$ cat src/rtl/transceiver_sequencer.sv
// transceiver_sequencer
//   Per-byte sequencer between UART RX and the Hamming codec / UART TX /
//   BPSK modulator. Received bytes are buffered in a small circular FIFO and
//   presented to the encoder one at a time. After the codec pipeline settles,
//   a UART TX frame and a modulator burst are launched, and the next byte is
//   held off until both have finished.
//
// Parameters
//   FIFO_DEPTH  byte buffer depth (power of two, >= 2)
//   PIPE_LAT    cycles from enc_data change to a valid decoder output (>= 1)
//   MOD_CYCLES  mod_en high-time per codeword
//
// Ports
//   clk         system clock
//   rst         asynchronous active-low reset
//   rx_dv       one-cycle strobe: rx_byte valid
//   rx_byte     received byte
//   tx_active   UART TX busy
//   tx_done     UART TX one-cycle end-of-frame strobe
//   enc_data    byte presented to the encoder (registered, held until next pop)
//   tx_dv       one-cycle start strobe to UART TX
//   mod_en      modulator enable (registered)
//   busy        high whenever the sequencer is not idle
//   overflow    sticky: a byte was dropped because the FIFO was full
//   fifo_count  current FIFO occupancy
module transceiver_sequencer #(
  parameter int unsigned FIFO_DEPTH = 4,
  parameter int unsigned PIPE_LAT   = 2,
  parameter int unsigned MOD_CYCLES = 3072
) (
  input  logic                          clk,
  input  logic                          rst,
  input  logic                          rx_dv,
  input  logic [7:0]                    rx_byte,
  input  logic                          tx_active,
  input  logic                          tx_done,
  output logic [7:0]                    enc_data,
  output logic                          tx_dv,
  output logic                          mod_en,
  output logic                          busy,
  output logic                          overflow,
  output logic [$clog2(FIFO_DEPTH):0]   fifo_count
);

  localparam int unsigned PW = $clog2(FIFO_DEPTH);
  localparam int unsigned CW = PW + 1;
  localparam int unsigned LW = $clog2(PIPE_LAT + 1);
  localparam int unsigned MW = $clog2(MOD_CYCLES);

  typedef enum logic [1:0] {
    S_IDLE,
    S_PIPE,
    S_SEND,
    S_WAIT
  } state_t;

  state_t         r_state;
  state_t         w_next;

  logic [7:0]     r_mem [FIFO_DEPTH];
  logic [PW-1:0]  r_wr_ptr;
  logic [PW-1:0]  r_rd_ptr;
  logic [CW-1:0]  r_count;
  logic [LW-1:0]  r_lat_cnt;
  logic [MW-1:0]  r_mod_cnt;
  logic           r_mod_en;
  logic           r_tx_seen;
  logic           r_overflow;
  logic [7:0]     r_enc;

  logic           w_full;
  logic           w_pop;
  logic           w_push;
  logic           w_tx_dv;

  assign w_full = (r_count == CW'(FIFO_DEPTH));
  // Pop only on the IDLE->PIPE transition.
  assign w_pop  = (r_state == S_IDLE) && (r_count != '0) && !tx_active;
  // A simultaneous pop frees the head slot, so a full FIFO still accepts.
  assign w_push = rx_dv && (!w_full || w_pop);

  // State register
  always_ff @(posedge clk or negedge rst) begin
    if (!rst) begin
      r_state <= S_IDLE;
    end else begin
      r_state <= w_next;
    end
  end

  // Next-state and strobe decode
  always_comb begin
    w_next  = r_state;
    w_tx_dv = 1'b0;
    unique case (r_state)
      S_IDLE: begin
        if (w_pop) w_next = S_PIPE;
      end
      S_PIPE: begin
        if (r_lat_cnt == '0) w_next = S_SEND;
      end
      S_SEND: begin
        w_tx_dv = 1'b1;
        w_next  = S_WAIT;
      end
      S_WAIT: begin
        if (!r_mod_en && (r_tx_seen || tx_done)) w_next = S_IDLE;
      end
      default: w_next = S_IDLE;
    endcase
  end

  // FIFO storage; contents need no reset since pointers define validity.
  always_ff @(posedge clk) begin
    if (w_push) r_mem[r_wr_ptr] <= rx_byte;
  end

  // FIFO pointers, occupancy, overflow flag and encoder byte
  always_ff @(posedge clk or negedge rst) begin
    if (!rst) begin
      r_wr_ptr   <= '0;
      r_rd_ptr   <= '0;
      r_count    <= '0;
      r_overflow <= 1'b0;
      r_enc      <= '0;
    end else begin
      if (w_push) r_wr_ptr <= r_wr_ptr + 1'b1;
      if (w_pop) begin
        // Reads the pre-edge slot contents, so a same-cycle push into this
        // slot (full FIFO) does not disturb the byte being popped.
        r_enc    <= r_mem[r_rd_ptr];
        r_rd_ptr <= r_rd_ptr + 1'b1;
      end
      unique case ({w_push, w_pop})
        2'b10:   r_count <= r_count + 1'b1;
        2'b01:   r_count <= r_count - 1'b1;
        default: r_count <= r_count;
      endcase
      if (rx_dv && w_full && !w_pop) r_overflow <= 1'b1;
    end
  end

  // Pipeline latency counter, modulator burst and TX completion tracking
  always_ff @(posedge clk or negedge rst) begin
    if (!rst) begin
      r_lat_cnt <= '0;
      r_mod_cnt <= '0;
      r_mod_en  <= 1'b0;
      r_tx_seen <= 1'b0;
    end else begin
      if (w_pop) begin
        r_lat_cnt <= LW'(PIPE_LAT - 1);
      end else if ((r_state == S_PIPE) && (r_lat_cnt != '0)) begin
        r_lat_cnt <= r_lat_cnt - 1'b1;
      end

      if (r_state == S_SEND) begin
        r_mod_en  <= 1'b1;
        r_mod_cnt <= MW'(MOD_CYCLES - 1);
        // A tx_done landing in SEND still counts as frame completion.
        r_tx_seen <= tx_done;
      end else if (r_state == S_WAIT) begin
        if (r_mod_en) begin
          if (r_mod_cnt == '0) r_mod_en  <= 1'b0;
          else                 r_mod_cnt <= r_mod_cnt - 1'b1;
        end
        if (tx_done) r_tx_seen <= 1'b1;
      end
    end
  end

  assign enc_data   = r_enc;
  assign tx_dv      = w_tx_dv;
  assign mod_en     = r_mod_en;
  assign busy       = (r_state != S_IDLE);
  assign overflow   = r_overflow;
  assign fifo_count = r_count;

endmodule

$ cat config.mk
export PLATFORM = sky130hd
export DESIGN_NAME = transceiver_sequencer
export DESIGN_NICKNAME = d
export VERILOG_FILES = /design/src/rtl/transceiver_sequencer.sv
export SDC_FILE = /design/constraint.sdc
export NUM_CORES = 1
export LEC_CHECK = 0
export ABC_AREA = 1
export BUFFER_PORTS_ARGS = -buffer_cell sky130_fd_sc_hd__buf_2
export CORE_MARGIN = 2
export CORE_UTILIZATION = 57
export CTS_BUF_LIST = sky130_fd_sc_hd__clkbuf_8
export DETAILED_ROUTE_END_ITERATION = 10
export PLACE_DENSITY_LB_ADDON = 0.1
export SYNTH_ARGS = -nofsm -noshare
export SYNTH_HDL_FRONTEND = slang
export SYNTH_SLANG_ARGS = --single-unit
$ cat constraint.sdc
create_clock -name clk -period 3 [get_ports clk]
set_clock_uncertainty 0.2 [all_clocks]
set_input_delay 0.3 -clock clk [delete_from_list [all_inputs] [get_ports clk]]
set_output_delay 0.3 -clock clk [all_outputs]
set_load 0.01 [all_outputs]
==> metrics.md, run 1 <==
| Metric | Value |
|---|---|
| Post-DP HPWL | 4210 um |
| Synth area leaders | edfxtp_1 30%, dfrtp_1 27%, nand2_1 7.5% |
| TritonCTS clock tree | built |
| Critical path class | flop to flop |
| Design area | 3660 sq um |
| Syn_area_per_cell | 9.35 sq um |
| Num rows | 27 |
| Post-synthesis xor/xnor area fraction | 0.829% |
| Top FF cell, synth | dfrtp_1 |
| Synth Area in Simple Gates | 22.5% |
| WL final | 5940 um |
| Commonest non-fill, non-tap cell in the layout | nand2_1 |
| Slew HR | 50.4% |
| Initial antenna violation count | 0 |
| Hold crit path type | primary input to flop |
| MaxCap Viol Count | 0 |
| Crit share post-route | 78.9% |
| Antenna cells | 0 |
| Grt total ovfl | 0 |
| Layout Nets | approximately 400 |
| Die ar. | 6170 sq um |
| Critical path startpoint category | flop |
| RD Place Congestion | between 0.7 and 0.8 |
| Post-DRT Antenna Nets | 0 |
| Clk slew on worst S/H paths | around 80 ps |
| Synth async-reset ratio | 51.5% |
| Sink Count | 66 |
| Slowest stage delay, CP | 430 ps |
| Reg2Reg Setup Slack | 630 ps |
| Die X | 78.6 um |
| Fin Setup TNS | 0 ps |
| Largest net degree at the start of global routing | 35 |
| I/O Pins | 28 |
| Worst hold start | rx_dv |
| Final-report setup violation count | 0 |
| Initial Utilization | 58.3% |
| Fmax | 0.422 GHz |
| Post-layout min period | 2370 ps |
| Peak VDD IR | approximately 0.00036 V |
| CTS Buffer Depth | 2 |
| Slowest-stage cell, CP | dfrtp_1 |
| Pwr/cell area | between 400 and 500 nW/um^2 |
| Status | complete, no violations |
| Syn Inst Count | 339 |
| Clock root buffer | clkbuf_8 |
| FF-to-FF path depth | 14 |
| Power, Total | ~0.0017 W |
| First-pass GRT wire length | 10,200 um |
| Slew @ Worst Pin | 744 ps |
| P_leak | 1.68 nW |
| Iter 0 DRT Violations | 154 |
| H-tree Lvls | 3 |
| Adder-cell share of the synthesized area | 5.37% |
| DRC violation count after routing | 0 |
| Synthesized Nets | 365 |
| Final Hold Fails | 0 |
| Layout cell share with drive strength beyond 1 | 17.7% |
| Compound-gate portion of the synthesized area | around 8.3% |
| Largest family of logic cells by synthesized area | simple AND/OR/NAND/NOR gates |
| Post-synth EDFFs | 32 |
| Tot GR Track Use | 22.0% |
| DRT Pass-1 Iters | 5 |
| WP data required | 3040 ps |
| Area grow syn2layout | 15.3% |
| Hold depth | 2 |
| Seq/Total Area, Yosys | a little under three fifths |
| Worst hold endpoint | overflow$_DFFE_PN0P_ |
| Mux contribution to synthesized area | 0% |
| CP Cell Sequence | inv_1, ha_1, inv_2, nor2_2, nand2_2, nor2_2, inv_2, fa_1, inv_1, nand4_1, nand2_1, nand2_1, nand2_1, inv_1 |
| RR Startpoint | r_state[0]$_DFFE_PN0P_ |
| Clock latency on the worst-skew pair | between 300 and 400 ps |
| PortBufs | 27 |
| RSZ-0062 raised after global routing | false |
| Core area | 5440 sq um |
| Final Max Tran Viols | 0 |
| RR Endpoint | fifo_count[2]$_DFFE_PN0P_ |
| Synth Register Bits | 66 |
| Ys Warns | 0 |
| Via density | 5.06 |
| Synth area leader | edfxtp_1 |
| Synth cell types | 27 |
| CP arrival | approximately 2400 ps |
| Synthesized cell area | 3170 sq um |
| Worst setup EP type | flop |
| Wire per inst | between 10 and 15 um |
| Die Y-Extent | 78.6 um |
| Most frequent cells in the layout | 63 x nand2_1, 54 x nor2_1, 34 x dfrtp_1 |
| Post-synth top area share | approximately 30% |
| Crit-path max FO | 15 |
| Via Count | around 2,300 |
| Cts bufs inserted | 9 |
| Vias in the first global route | 2,216 |
| Placed inst area | 3350 sq um |
==> cell families after synthesis <==
kind of cell	Yosys count
compound gates	49
xor+xnor	3
fa+ha+maj	13
buf+inv	45
flops	66
simple gates	163
==> metal layers <==
metal | vias up | part of all wire (%) | track usage (%)
met5 | - | 0 | 0
met4 | 0 | 1.3 | 7.89
met3 | 7 | 3.4 | 5.86
met2 | 32 | 48 | 35.6
met1 | 1069 | 47 | 28.7
li1 | 1199 | - | -
==> Yosys cell counts, drive strengths merged (7+ instances only) <==
library cell and n:
nand3 31, buf 7, dfrtp 34, o22ai 8, edfxtp 32, a21oi 13, nor2 59, o21ai 26
inv 35, nand2 66, ha 12
==> state kept, by name (all words and copies together), names as in the netlist <==
register    cells
r_state         2
r_mod_cnt      12
r_mem          32
enc_data        8
r_rd_ptr        2
fifo_count      3
mod_en          1
overflow        1
r_lat_cnt       2
r_tx_seen       1
r_wr_ptr        2
==> layout make-up <==
class | count | area, sq um
Inverter | 36 | 135
Clock inverter | 7 | 77.6
Tap cell | 72 | 90.1
Sequential cell | 66 | 1810
Multi-Input combinational cell | 228 | 1170
Clock buffer | 9 | 124
Timing Repair Buffer | 38 | 243
Fill cell | 436 | 1780
==> worst max path at each step <==
stage                      startpoint                   endpoint  slack (ps)  cells past startpoint
3_3_place_gp   r_state[0]$_DFFE_PN0P_  fifo_count[2]$_DFFE_PN0P_         700                     14
4_1_cts        r_state[1]$_DFFE_PN0P_      r_mem[2][2]$_DFFE_PP_         600                      7
2_1_floorplan  r_state[0]$_DFFE_PN0P_  fifo_count[2]$_DFFE_PN0P_         860                     14
3_5_place_dp   r_state[0]$_DFFE_PN0P_      r_mem[2][0]$_DFFE_PP_         620                      7
6_report       r_state[0]$_DFFE_PN0P_  fifo_count[2]$_DFFE_PN0P_         630                     14
5_1_grt        r_state[0]$_DFFE_PN0P_  fifo_count[2]$_DFFE_PN0P_         340                     14
==> critical path: cells and delay by family (launching register included) <==
family	cells	cell delay, ps
simple gates	7	730
fa+ha+maj	2	570
flops	1	430
buf+inv	5	320
==> report_power, final <==
group,total (W),internal [W],switching [W]
clock network,0.000751,0.000390,0.000361
registers,0.000951,0.000950,0.00000118
logic,0.0000387,0.0000167,0.0000220
==> repair_timing <==
item,CTS,global route
hold buffers,10,0
buffers inserted,0,0
gates resized for setup,0,0
endpoints found under the hold margin,67,0
==> metrics by stage <==
stage	utilization [%]	instances	setup WS (ps)	hold WS, ps
floorplan	-	339	861	-196
global placement	61.7	430	697	215
detailed placement	61.7	430	620	221
CTS	67.2	456	603	68.4
global route	67.2	456	336	85.0
finish	67.2	456	632	79.0
(Power assumes the default switching activity.)
==> inputs of run 2 (changes only) <==
Settings changed: CORE_UTILIZATION 57 to 55.
Clock period 3 ns to 2.03 ns, I/O delays scaled along.
==> metrics.md, run 2 (synthesis gave the netlist of run 1 again) <==
| Metric | Value |
|---|---|
| Status | complete, no violations |
| Post-DRT Antenna Nets | 0 (unchanged) |
| Iter 0 DRT Violations | 109 (-29%) |
| P_leak | 1.76 nW (+4.8%) |
| Initial antenna violation count | 0 (unchanged) |
| H-tree Lvls | 3 (unchanged) |
| Layout Nets | 422 (+4.2%) |
| Non-Filler Instances | 473 (+3.7%) |
| Wire per inst | 13.2 um (+1.1%) |
| Post-DP HPWL | 4280 um (+1.7%) |
| Die X | 79.9 um (+1.7%) |
| CP arrival | 2040 ps (-370 ps) |
| Max reg flops | 32 (unchanged) |
| Post-layout min period | 2000 ps (-368 ps) |
| I/O Pins | 28 (unchanged) |
| Pwr/cell area | 674 nW/um^2 (+42%) |
| Register area | 1810 sq um (unchanged) |
| Peak VDD IR | 0.000535 V (+49%) |
| Final Hold Fails | 0 (unchanged) |
| Slew HR | 48.3% (-2.0 points) |
| Clock root buffer | clkbuf_8 |
| RD Place Congestion | 0.779 (+0.78%) |
| MaxCap Viol Count | 0 (unchanged) |
| Via Count | 2,378 (+3.1%) |
| DRT Pass-1 Iters | 4 (-1) |
| Clock latency on the worst-skew pair | 340 ps (about the same) |
| Grt total ovfl | 0 (unchanged) |
| Crit-path max FO | 2 (-13) |
| Initial Utilization | 57.2% (-1.1 points) |
| Worst setup EP type | flop |
| Hold crit path type | primary input to flop |
| TritonCTS clock tree | built |
| Largest net degree at the start of global routing | 35 (unchanged) |
| Layout cell share with drive strength beyond 1 | 22.2% (+4.5 points) |
| CTS Buffer Depth | 2 (unchanged) |
| Core area | 5540 sq um (+1.9%) |
| DRC violation count after routing | 0 (unchanged) |
| Die Y-Extent | 79.9 um (+1.7%) |
| PortBufs | 27 (unchanged) |
| Most frequent cells in the layout | 63 x nand2_1, 54 x nor2_1, 34 x dfrtp_1 |
| Crit share post-route | 98.6% (+20 points) |
| Final-report setup violation count | 0 (unchanged) |
| First-pass GRT wire length | 10,600 um (+3.3%) |
| # fillers | 455 (+4.4%) |
| WP data required | 2070 ps (-970 ps) |
| Footprint of the multi-input gates | 1200 sq um (+2.1%) |
| Power, Total | 0.00258 W (+48%) |
| Area grow syn2layout | 20.6% |
| Biggest register | r_mem |
| Slew @ Worst Pin | 775 ps (+30.7 ps) |
| Via density | 5.03 (-0.63%) |
| Clk slew on worst S/H paths | 80 ps (about the same) |
| Fin Setup TNS | 0 ps (unchanged) |
| Final Max Tran Viols | 0 (unchanged) |
| Num rows | 27 (unchanged) |
| WL final | 6220 um (+4.9%) |
| Cts bufs inserted | 9 (unchanged) |
| Fmax | 0.500 GHz (+18%) |
| Die ar. | 6390 sq um (+3.5%) |
| Critical path class | flop to flop |
| Vias in the first global route | 2,379 (+7.4%) |
| Critical path startpoint category | flop |
| Dpl cells | 441 (+2.6%) |
| RSZ-0062 raised after global routing | true |
| Sink Count | 66 (unchanged) |
| Tot GR Track Use | 21.8% (-0.23 points) |
| Antenna cells | 0 (unchanged) |
| Commonest non-fill, non-tap cell in the layout | nand2_1 |
-- run 2: where the power goes --
part / switching (W) / internal [W] / total, W
sequential: 0.00000177 / 0.00140 / 0.00141
combinational: 0.0000334 / 0.0000256 / 0.0000590
clock: 0.000537 / 0.000577 / 0.00111
total: 0.000572 / 0.00201 / 0.00258
-- run 2: final timing paths --
path / startpoint / endpoint / slack, ps / cells past startpoint
setup / recovery: r_state[1]$_DFFE_PN0P_ / fifo_count[2]$_DFFE_PN0P_ / 30 / 14
max in group asynchronous: rst / r_mod_cnt[11]$_DFFE_PN0P_ / 870 / 2
hold reg to reg: overflow$_DFFE_PN0P_ / overflow$_DFFE_PN0P_ / 260 / 1
min in group asynchronous: rst / r_state[0]$_DFFE_PN0P_ / 270 / 2
hold / removal: tx_active / fifo_count[2]$_DFFE_PN0P_ / 190 / 8
setup reg to reg: r_state[1]$_DFFE_PN0P_ / fifo_count[2]$_DFFE_PN0P_ / 30 / 14
-- run 2: final cells by class --
class,count,share of cell area [%]
repair buffers,55,10.1
clock inverters,7,2.03
clock buffers,9,3.24
well taps,72,2.36
multi-input cells,228,31.4
inverters,36,3.53
flip-flops and latches,66,47.4
-- run 2: per-stage QoR --
| stage | hold WS (ps) | instance area [sq um] | util [%] | setup slack, ps |
|---|---|---|---|---|
| 5_1_grt | 216 | 3820 | 69.0 | -120 |
| 4_1_cts | 177 | 3810 | 68.7 | 3.41 |
| 6_report | 190 | 3820 | 69.0 | 29.4 |
| 2_1_floorplan | -293 | 3190 | - | -16.6 |
| 3_3_place_gp | 121 | 3470 | 62.6 | 52.4 |
| 3_5_place_dp | 127 | 3470 | 62.6 | -17.3 |
-- run 2: critical path, stage by stage (launching register included) --
cell,delay (ps)
dfrtp_1,390
inv_2,80
ha_4,140
inv_2,40
nor2_4,100
nand2_2,80
nor2_4,100
inv_2,50
fa_2,350
inv_2,60
nand4_1,100
nand2_1,80
nand2_1,40
nand2_1,50
inv_1,40
-- run 2: what timing repair did --
item,CTS,global route
buffers inserted,3,2
hold endpoints to repair,68,0
hold buffers,11,0
gates resized for setup,1,1
endpoints found under the setup margin,1,3
pin swaps,0,2
-- run 2: per-layer routing --
layer	vias to the layer above	wire, um	GRT usage (%)
met5	-	0	0
met4	0	92	9.66
met3	9	178	3.73
met2	38	3210	36.8
met1	1096	2740	27.4
li1	1235	-	-
